### src/rtl/ccu_snoop_fanout.sv
// ccu_snoop_fanout: broadcasts one AC snoop to the cached masters selected by a
// domain mask, merges their CR responses into one, forwards one master's CD
// stream and drains CD from any other master that also returns data.
// Optional feature macro: CCU_SNOOP_FANOUT_DIRTY_PRIO_EN -- when defined, a master
// answering PassDirty|DataTransfer is preferred as the CD source.

// Per-master handshake gating; one instance per cached master.
module ccu_snoop_fanout_lane (
  input  logic i_fanout,
  input  logic i_cr_phase,
  input  logic i_data,
  input  logic i_is_src,
  input  logic i_ac_pend,
  input  logic i_cr_pend,
  input  logic i_cd_pend,
  input  logic i_ac_ready,
  input  logic i_cr_valid,
  input  logic i_cd_valid,
  input  logic i_cd_last,
  input  logic i_cd_ready_up,
  output logic o_ac_valid,
  output logic o_ac_hs,
  output logic o_cr_ready,
  output logic o_cr_hs,
  output logic o_cd_ready,
  output logic o_cd_done
);
  // CR may be taken once this master's AC is done, including an AC handshake
  // happening this very cycle; non-source CD is always drained.
  always_comb begin
    o_ac_valid = i_fanout & i_ac_pend;
    o_ac_hs    = o_ac_valid & i_ac_ready;
    o_cr_ready = i_cr_phase & i_cr_pend & ~(i_ac_pend & ~o_ac_hs);
    o_cr_hs    = o_cr_ready & i_cr_valid;
    o_cd_ready = i_data & i_cd_pend & (i_is_src ? i_cd_ready_up : 1'b1);
    o_cd_done  = o_cd_ready & i_cd_valid & i_cd_last;
  end
endmodule

module ccu_snoop_fanout #(
  parameter int unsigned NoMst     = 4,
  parameter int unsigned AddrWidth = 64,
  parameter int unsigned DataWidth = 64
) (
  input  logic                       clk_i,
  input  logic                       rst_ni,
  input  logic                       ac_valid_i,
  output logic                       ac_ready_o,
  input  logic [AddrWidth-1:0]       ac_addr_i,
  input  logic [3:0]                 ac_snoop_i,
  input  logic [2:0]                 ac_prot_i,
  input  logic [NoMst-1:0]           domain_mask_i,
  output logic                       cr_valid_o,
  input  logic                       cr_ready_i,
  output logic [4:0]                 cr_resp_o,
  output logic                       cd_valid_o,
  input  logic                       cd_ready_i,
  output logic [DataWidth-1:0]       cd_data_o,
  output logic                       cd_last_o,
  output logic [NoMst-1:0]           mst_ac_valid_o,
  input  logic [NoMst-1:0]           mst_ac_ready_i,
  output logic [AddrWidth-1:0]       mst_ac_addr_o,
  output logic [3:0]                 mst_ac_snoop_o,
  output logic [2:0]                 mst_ac_prot_o,
  input  logic [NoMst-1:0]           mst_cr_valid_i,
  output logic [NoMst-1:0]           mst_cr_ready_o,
  input  logic [5*NoMst-1:0]         mst_cr_resp_i,
  input  logic [NoMst-1:0]           mst_cd_valid_i,
  output logic [NoMst-1:0]           mst_cd_ready_o,
  input  logic [DataWidth*NoMst-1:0] mst_cd_data_i,
  input  logic [NoMst-1:0]           mst_cd_last_i
);
  localparam int unsigned SrcW = (NoMst > 1) ? $clog2(NoMst) : 1;

  typedef enum logic [2:0] {IDLE, FANOUT, COLLECT, RESP, DATA} state_e;

  state_e                        r_state, w_state_nxt;
  logic [AddrWidth-1:0]          r_addr;
  logic [3:0]                    r_snoop;
  logic [2:0]                    r_prot;
  logic [NoMst-1:0]              r_ac_pend, r_cr_pend, r_cd_pend;
  logic [NoMst-1:0]              w_ac_pend_nxt, w_cr_pend_nxt, w_cd_pend_nxt;
  logic [4:0]                    r_resp, w_resp_or;
  logic [SrcW-1:0]               r_src, w_src_nxt;
  logic                          r_src_vld, w_src_vld_nxt;
  logic                          r_src_dirty, w_src_dirty_nxt, w_cand_dirty;
  logic [NoMst-1:0]              w_ac_hs, w_cr_hs, w_cd_done, w_cd_set;
  logic [NoMst-1:0][4:0]         w_cr_resp;
  logic [NoMst-1:0][DataWidth-1:0] w_cd_data;
  logic                          w_fanout, w_cr_phase, w_data, w_ac_acc;

  assign w_cr_resp  = mst_cr_resp_i;
  assign w_cd_data  = mst_cd_data_i;
  assign w_fanout   = (r_state == FANOUT);
  assign w_cr_phase = (r_state == FANOUT) || (r_state == COLLECT);
  assign w_data     = (r_state == DATA);
  assign w_ac_acc   = (r_state == IDLE) && ac_valid_i;

  assign mst_ac_addr_o  = r_addr;
  assign mst_ac_snoop_o = r_snoop;
  assign mst_ac_prot_o  = r_prot;

  for (genvar g = 0; g < NoMst; g++) begin : g_lane
    ccu_snoop_fanout_lane u_lane (
      .i_fanout      (w_fanout),
      .i_cr_phase    (w_cr_phase),
      .i_data        (w_data),
      .i_is_src      (r_src == SrcW'(g)),
      .i_ac_pend     (r_ac_pend[g]),
      .i_cr_pend     (r_cr_pend[g]),
      .i_cd_pend     (r_cd_pend[g]),
      .i_ac_ready    (mst_ac_ready_i[g]),
      .i_cr_valid    (mst_cr_valid_i[g]),
      .i_cd_valid    (mst_cd_valid_i[g]),
      .i_cd_last     (mst_cd_last_i[g]),
      .i_cd_ready_up (cd_ready_i),
      .o_ac_valid    (mst_ac_valid_o[g]),
      .o_ac_hs       (w_ac_hs[g]),
      .o_cr_ready    (mst_cr_ready_o[g]),
      .o_cr_hs       (w_cr_hs[g]),
      .o_cd_ready    (mst_cd_ready_o[g]),
      .o_cd_done     (w_cd_done[g])
    );
  end

  // Merge CR responses of this cycle and keep the best CD source seen so far.
  always_comb begin
    w_resp_or       = '0;
    w_cd_set        = '0;
    w_cand_dirty    = 1'b0;
    w_src_nxt       = r_src;
    w_src_vld_nxt   = r_src_vld;
    w_src_dirty_nxt = r_src_dirty;
    for (int i = 0; i < NoMst; i++) begin
      if (w_cr_hs[i]) begin
        w_resp_or |= w_cr_resp[i];
        if (w_cr_resp[i][0]) begin
          w_cd_set[i] = 1'b1;
`ifdef CCU_SNOOP_FANOUT_DIRTY_PRIO_EN
          w_cand_dirty = w_cr_resp[i][2];
`else
          w_cand_dirty = 1'b0;
`endif
          if (!w_src_vld_nxt || (w_cand_dirty && !w_src_dirty_nxt) ||
              ((w_cand_dirty == w_src_dirty_nxt) && (SrcW'(i) < w_src_nxt))) begin
            w_src_nxt       = SrcW'(i);
            w_src_vld_nxt   = 1'b1;
            w_src_dirty_nxt = w_cand_dirty;
          end
        end
      end
    end
  end

  assign w_ac_pend_nxt = r_ac_pend & ~w_ac_hs;
  assign w_cr_pend_nxt = r_cr_pend & ~w_cr_hs;
  assign w_cd_pend_nxt = (r_cd_pend | w_cd_set) & ~w_cd_done;

  // Next state and upstream-facing outputs.
  always_comb begin
    w_state_nxt = r_state;
    ac_ready_o  = 1'b0;
    cr_valid_o  = 1'b0;
    cr_resp_o   = '0;
    cd_valid_o  = 1'b0;
    cd_data_o   = '0;
    cd_last_o   = 1'b0;
    case (r_state)
      IDLE: begin
        ac_ready_o = 1'b1;
        if (ac_valid_i) w_state_nxt = (|domain_mask_i) ? FANOUT : RESP;
      end
      FANOUT: begin
        if (~|w_cr_pend_nxt)      w_state_nxt = RESP;
        else if (~|w_ac_pend_nxt) w_state_nxt = COLLECT;
      end
      COLLECT: begin
        if (~|w_cr_pend_nxt) w_state_nxt = RESP;
      end
      RESP: begin
        cr_valid_o = 1'b1;
        cr_resp_o  = r_resp;
        if (cr_ready_i) w_state_nxt = (|r_cd_pend) ? DATA : IDLE;
      end
      DATA: begin
        cd_valid_o = mst_cd_valid_i[r_src] & r_cd_pend[r_src];
        cd_data_o  = w_cd_data[r_src];
        cd_last_o  = mst_cd_last_i[r_src];
        if (~|w_cd_pend_nxt) w_state_nxt = IDLE;
      end
      default: w_state_nxt = IDLE;
    endcase
  end

  // State register.
  always_ff @(posedge clk_i or negedge rst_ni) begin
    if (!rst_ni) r_state <= IDLE;
    else         r_state <= w_state_nxt;
  end

  // Captured AC payload, pending vectors, merged response and CD source.
  always_ff @(posedge clk_i or negedge rst_ni) begin
    if (!rst_ni) begin
      r_addr      <= '0;
      r_snoop     <= '0;
      r_prot      <= '0;
      r_ac_pend   <= '0;
      r_cr_pend   <= '0;
      r_cd_pend   <= '0;
      r_resp      <= '0;
      r_src       <= '0;
      r_src_vld   <= 1'b0;
      r_src_dirty <= 1'b0;
    end else if (w_ac_acc) begin
      r_addr      <= ac_addr_i;
      r_snoop     <= ac_snoop_i;
      r_prot      <= ac_prot_i;
      r_ac_pend   <= domain_mask_i;
      r_cr_pend   <= domain_mask_i;
      r_cd_pend   <= '0;
      r_resp      <= '0;
      r_src       <= '0;
      r_src_vld   <= 1'b0;
      r_src_dirty <= 1'b0;
    end else begin
      r_ac_pend   <= w_ac_pend_nxt;
      r_cr_pend   <= w_cr_pend_nxt;
      r_cd_pend   <= w_cd_pend_nxt;
      r_resp      <= r_resp | w_resp_or;
      r_src       <= w_src_nxt;
      r_src_vld   <= w_src_vld_nxt;
      r_src_dirty <= w_src_dirty_nxt;
    end
  end
endmodule

### config.mk
export PLATFORM = sky130hd
export DESIGN_NAME = ccu_snoop_fanout
export DESIGN_NICKNAME = d
export VERILOG_FILES = /design/src/rtl/ccu_snoop_fanout.sv
export SDC_FILE = /design/constraint.sdc
export NUM_CORES = 1
export LEC_CHECK = 0
export CORE_AREA = 4 4 202 204
export CTS_BUF_LIST = sky130_fd_sc_hd__clkbuf_4 sky130_fd_sc_hd__clkbuf_8 sky130_fd_sc_hd__clkbuf_16
export DETAILED_ROUTE_END_ITERATION = 8
export DIE_AREA = 0 0 206 208
export PLACE_DENSITY = 0.44
export SLEW_MARGIN = 10
export SYNTH_ARGS = -nofsm -noshare
export SYNTH_HDL_FRONTEND = slang
export SYNTH_SLANG_ARGS = --single-unit
### constraint.sdc
create_clock -name clk_i -period 3.2 [get_ports clk_i]
set_clock_uncertainty 0.15 [all_clocks]
set_input_delay 0.8 -clock clk_i [delete_from_list [all_inputs] [get_ports clk_i]]
set_output_delay 0.8 -clock clk_i [all_outputs]
set_load 0.01 [all_outputs]
==> impl.org <==
** Detailed routing
- The routed design has 37.9 mm of wire.
- The detailed router placed 7047 vias in this run.
- The detailed router put a total of 13.9 mm of wire on met1.
- Met2 WL post-DR :: 19.5 mm
- Pre-Repair DR Iteration Count :: 4
- DRC :: 0
- The detail route stage leaves a number of antenna-violating nets equal to 0.
- Initial detailed-routing violation count :: 255
- Detail-routed via count per cell :: 4.11
- Top metal layer carrying routed signals :: met5
- Dividing the detail-routed wire length by the instance count gives 22.1 um.
- Wire segments on met3 add up to 3.82 mm in the final route.

** Synthesis
- Post-synth EDFFs :: 0
- Combined area of all synthesized cells :: 0.00625 mm^2
- Synthesized instance count :: 643
- Yosys printed 0 warnings.
- Share of flip-flops with an asynchronous set or reset :: 100%
- In this run, synthesis produced a sequential element count of 95.
- A synthesized cell averages 9.72 um^2.
- The netlist uses 46 different library cells.
- Post-synthesis sequential area ratio :: 38.0%
- Number of nets in the synthesized netlist :: 1015
- Main flop type after synthesis :: sky130_fd_sc_hd__dfrtp_1

** Setup path
- By startpoint and endpoint, the worst setup path is classified as in2out.
- Cell-by-cell trace of the critical path :: clkdlybuf4s50_1 > mux4_2 > and2_1 > dlygate4sd2_1
- Grouping stages by cell kind, the critical path spends the most delay in buffers and inverters.
- Total buffers and inverters traversed by the critical path :: 2
- Number of cells on the critical path :: 4
- Origin of the critical flop-to-flop path :: r_state[0]$_DFFE_PN0P_
- Data on the critical path arrives at its endpoint at 2.21 ns.
- Along the worst path, the maximum fanout reaches 1.
- Critical Path Start :: mst_cd_data_i[227]
- The slowest stage of the critical path is the sky130_fd_sc_hd__mux4_2 cell.
- STA classifies the critical path endpoint as an output pin.
- Req. time, crit path :: 2.25 ns
- Largest stage delay on the critical path :: 0.52 ns
- Critical path launch point type :: input pin
- Counting cells, the worst reg-to-reg path comes to 6.

** Pwr
- Largest vdd supply drop :: 0.000423 V
- Summing internal, switching and leakage power gives 7.95 mW.
- Power spread over the standard cell area amounts to 620 mW/mm^2.
- Leakage power figure :: 5.55 nW

** Die
- Area inside the core boundary :: 0.0393 mm^2
- Number of core rows :: 73
- The die covers 0.0428 mm^2.
- Die Wd :: 206 um
- # IOs :: 528
- The die is 208 um tall.
- Starting utilization of the core area :: 15.9%

** Placed design
- The placed instances occupy a cell area of 0.0123 mm^2.
- Final GP Congestion :: 0.876
- Count of input and output buffers :: 527
- Final HPWL DP :: 30.6 mm

** Cells and area
- Fill count :: 4100
- Leaving out fill and tap cells, the most frequent cell in the layout is sky130_fd_sc_hd__clkdlybuf4s50_1.
- Commonest non-fill, non-tap cells in the layout :: 450 x sky130_fd_sc_hd__clkdlybuf4s50_1, 237 x sky130_fd_sc_hd__nand2_1, 90 x sky130_fd_sc_hd__dfrtp_1
- Summing all multi-input logic gate instances after layout gives 0.00358 mm^2.
- Sequential cell area :: 0.00239 mm^2
- Final standard cell area without fillers :: 0.0128 mm^2
- Cells with a size suffix above 1 make up 13.3% of the layout.
- Compared with the post-synthesis result, the final layout area differs by 105%.
- Fin nets :: 1548

** Status
- Run status :: finished clean

** Timing
- Based on the critical path, the design can be clocked at up to 316 MHz.
- The hold violation total from the final report is 0.
- At the pin with the least slew margin, the transition time is 0.654 ns.
- Worst slew margin relative to its limit :: 56.1%
- The max-slew violation total from the final report is 0.
- Final worst path period need :: 3.16 ns
- Setup repair after global routing left no endpoint under its margin.
- Setup violation total in the final timing report :: 0
- In the finished design, the share of the clock period the worst path needs comes to 98.8%.

** GRT
- Entering global routing, the biggest net connects 67 pins.
- The initial antenna violation count is 14.
- In the global route stage, overall resource usage came out at 16.9%.
- Summed over all layers, the global routing overflow is 0.
- First-pass GRT wire length :: 53.6 mm
- Vias in the first global route :: 7590

** Clocking
- Clock latency reported for the late side of the worst-skew pair :: 0.35 ns
- Cell at the root of the clock tree :: sky130_fd_sc_hd__clkbuf_16
- In this run, post-CTS hold repair placed 0 buffers.
- Max Buffers Root-to-Sink :: 2
- Clock transition time at the flip-flop clock pins of the worst setup and hold paths :: 0.07 ns
- TritonCTS built the clock tree.
- TritonCTS created 9 clock buffers.
- CTS saw 95 sinks.
- CTS H-tree lvls :: 3

** Worst hold path
- The min-delay analysis places its worst path in the category in2async.

** Run
- Max-cap violations in this run came to 0.
[metal layers]
metal  vias up  track usage (%)
met5         -                0
met4         8             5.00
met3        39             6.37
met2       313             30.0
met1      3400             18.7
li1       3287                -
[registers in the layout, indices dropped and copies added (netlist names)]
| name | cells |
|---|---|
| r_state | 3 |
| r_cd_pend | 4 |
| r_ac_pend | 4 |
| mst_ac_addr_o | 64 |
| r_src | 2 |
| mst_ac_prot_o | 3 |
| r_resp | 5 |
| r_cr_pend | 4 |
| r_src_dirty | 1 |
| mst_ac_snoop_o | 4 |
| r_src_vld | 1 |
[power by group]
part / internal (mW) / switching [mW] / total (mW)
Sequential: 1.74 / 0.349 / 2.09
Combinational: 2.58 / 1.97 / 4.56
Clock: 0.810 / 0.495 / 1.30
[timing repair]
action                     4_1_cts  5_1_grt
cloned                           3        0
setup buffers                   13        0
pin swaps                        2        2
resized for setup               92        3
setup endpoints to repair       74        3
[through the flow]
step	util (%)	cells	setup slack [ns]	hold WS (ns)	TNS [ns]
after global routing	32.6	1714	0.00411	0.171	0
after floorplan	-	643	0.654	0.331	0
after global placement	31.3	1675	-0.249	0.307	-6.22
after detailed placement	31.3	1675	-0.314	0.311	-6.57
final	32.7	1716	0.0391	0.172	0
after CTS	32.6	1706	0.00337	0.164	0
[cells by family after synthesis]
| group | synth area share [%] |
|---|---|
| simple gates | 27.5 |
| flops | 38.0 |
| mux | 23.4 |
| buf+inv | 5.15 |
| compound gates | 5.87 |
[cell type report]
cell class	instances	area share (%)
clock buffer	12	1.98
clock inverter	4	0.790
multi-input combinational	487	27.9
timing repair buffer	579	45.3
tap	525	5.12
sequential	95	18.6
inverter	4	0.117
antenna	10	0.195
[cell usage after synthesis, types with 2 or more instances]
cell                        instances  area share, %
sky130_fd_sc_hd__nor2_1            12           0.72
sky130_fd_sc_hd__and2_1            76            7.6
sky130_fd_sc_hd__nor3b_1            8           0.96
sky130_fd_sc_hd__mux4_2            65             23
sky130_fd_sc_hd__o211a_1            2           0.32
sky130_fd_sc_hd__o21a_1             4           0.48
sky130_fd_sc_hd__nand3_1            4           0.32
sky130_fd_sc_hd__clkbuf_1          25            1.5
sky130_fd_sc_hd__nand2_1          238             14
sky130_fd_sc_hd__clkbuf_8           2           0.44
sky130_fd_sc_hd__o21ai_0           13            1.0
sky130_fd_sc_hd__inv_1              4           0.24
sky130_fd_sc_hd__dfrtp_1           95             38
sky130_fd_sc_hd__a21oi_1           15            1.2
sky130_fd_sc_hd__nand2b_1           9           0.90
sky130_fd_sc_hd__a222oi_1           4           0.64
sky130_fd_sc_hd__a2bb2oi_1          3           0.42
sky130_fd_sc_hd__a31oi_1            3           0.30
sky130_fd_sc_hd__buf_4             12            1.4
sky130_fd_sc_hd__and3_1             2           0.20
sky130_fd_sc_hd__nor3_2             2           0.32
sky130_fd_sc_hd__buf_2             15            1.2
sky130_fd_sc_hd__nor3_1             7           0.56
[worst paths after layout]
path                                                       to  slack [ns]
worst max-delay path                            cd_data_o[35]        0.04
worst min-delay path            mst_ac_addr_o[12]$_DFFE_PN0P_        0.17
worst max register to register  mst_ac_snoop_o[3]$_DFFE_PN0P_        0.76
worst min register to register  mst_ac_addr_o[55]$_DFFE_PN0P_        0.32
max in group asynchronous                  r_src[0]$_DFF_PN0_        2.09
min in group clk_i              mst_ac_addr_o[55]$_DFFE_PN0P_        0.32
Power figures use the tool's default switching activity.
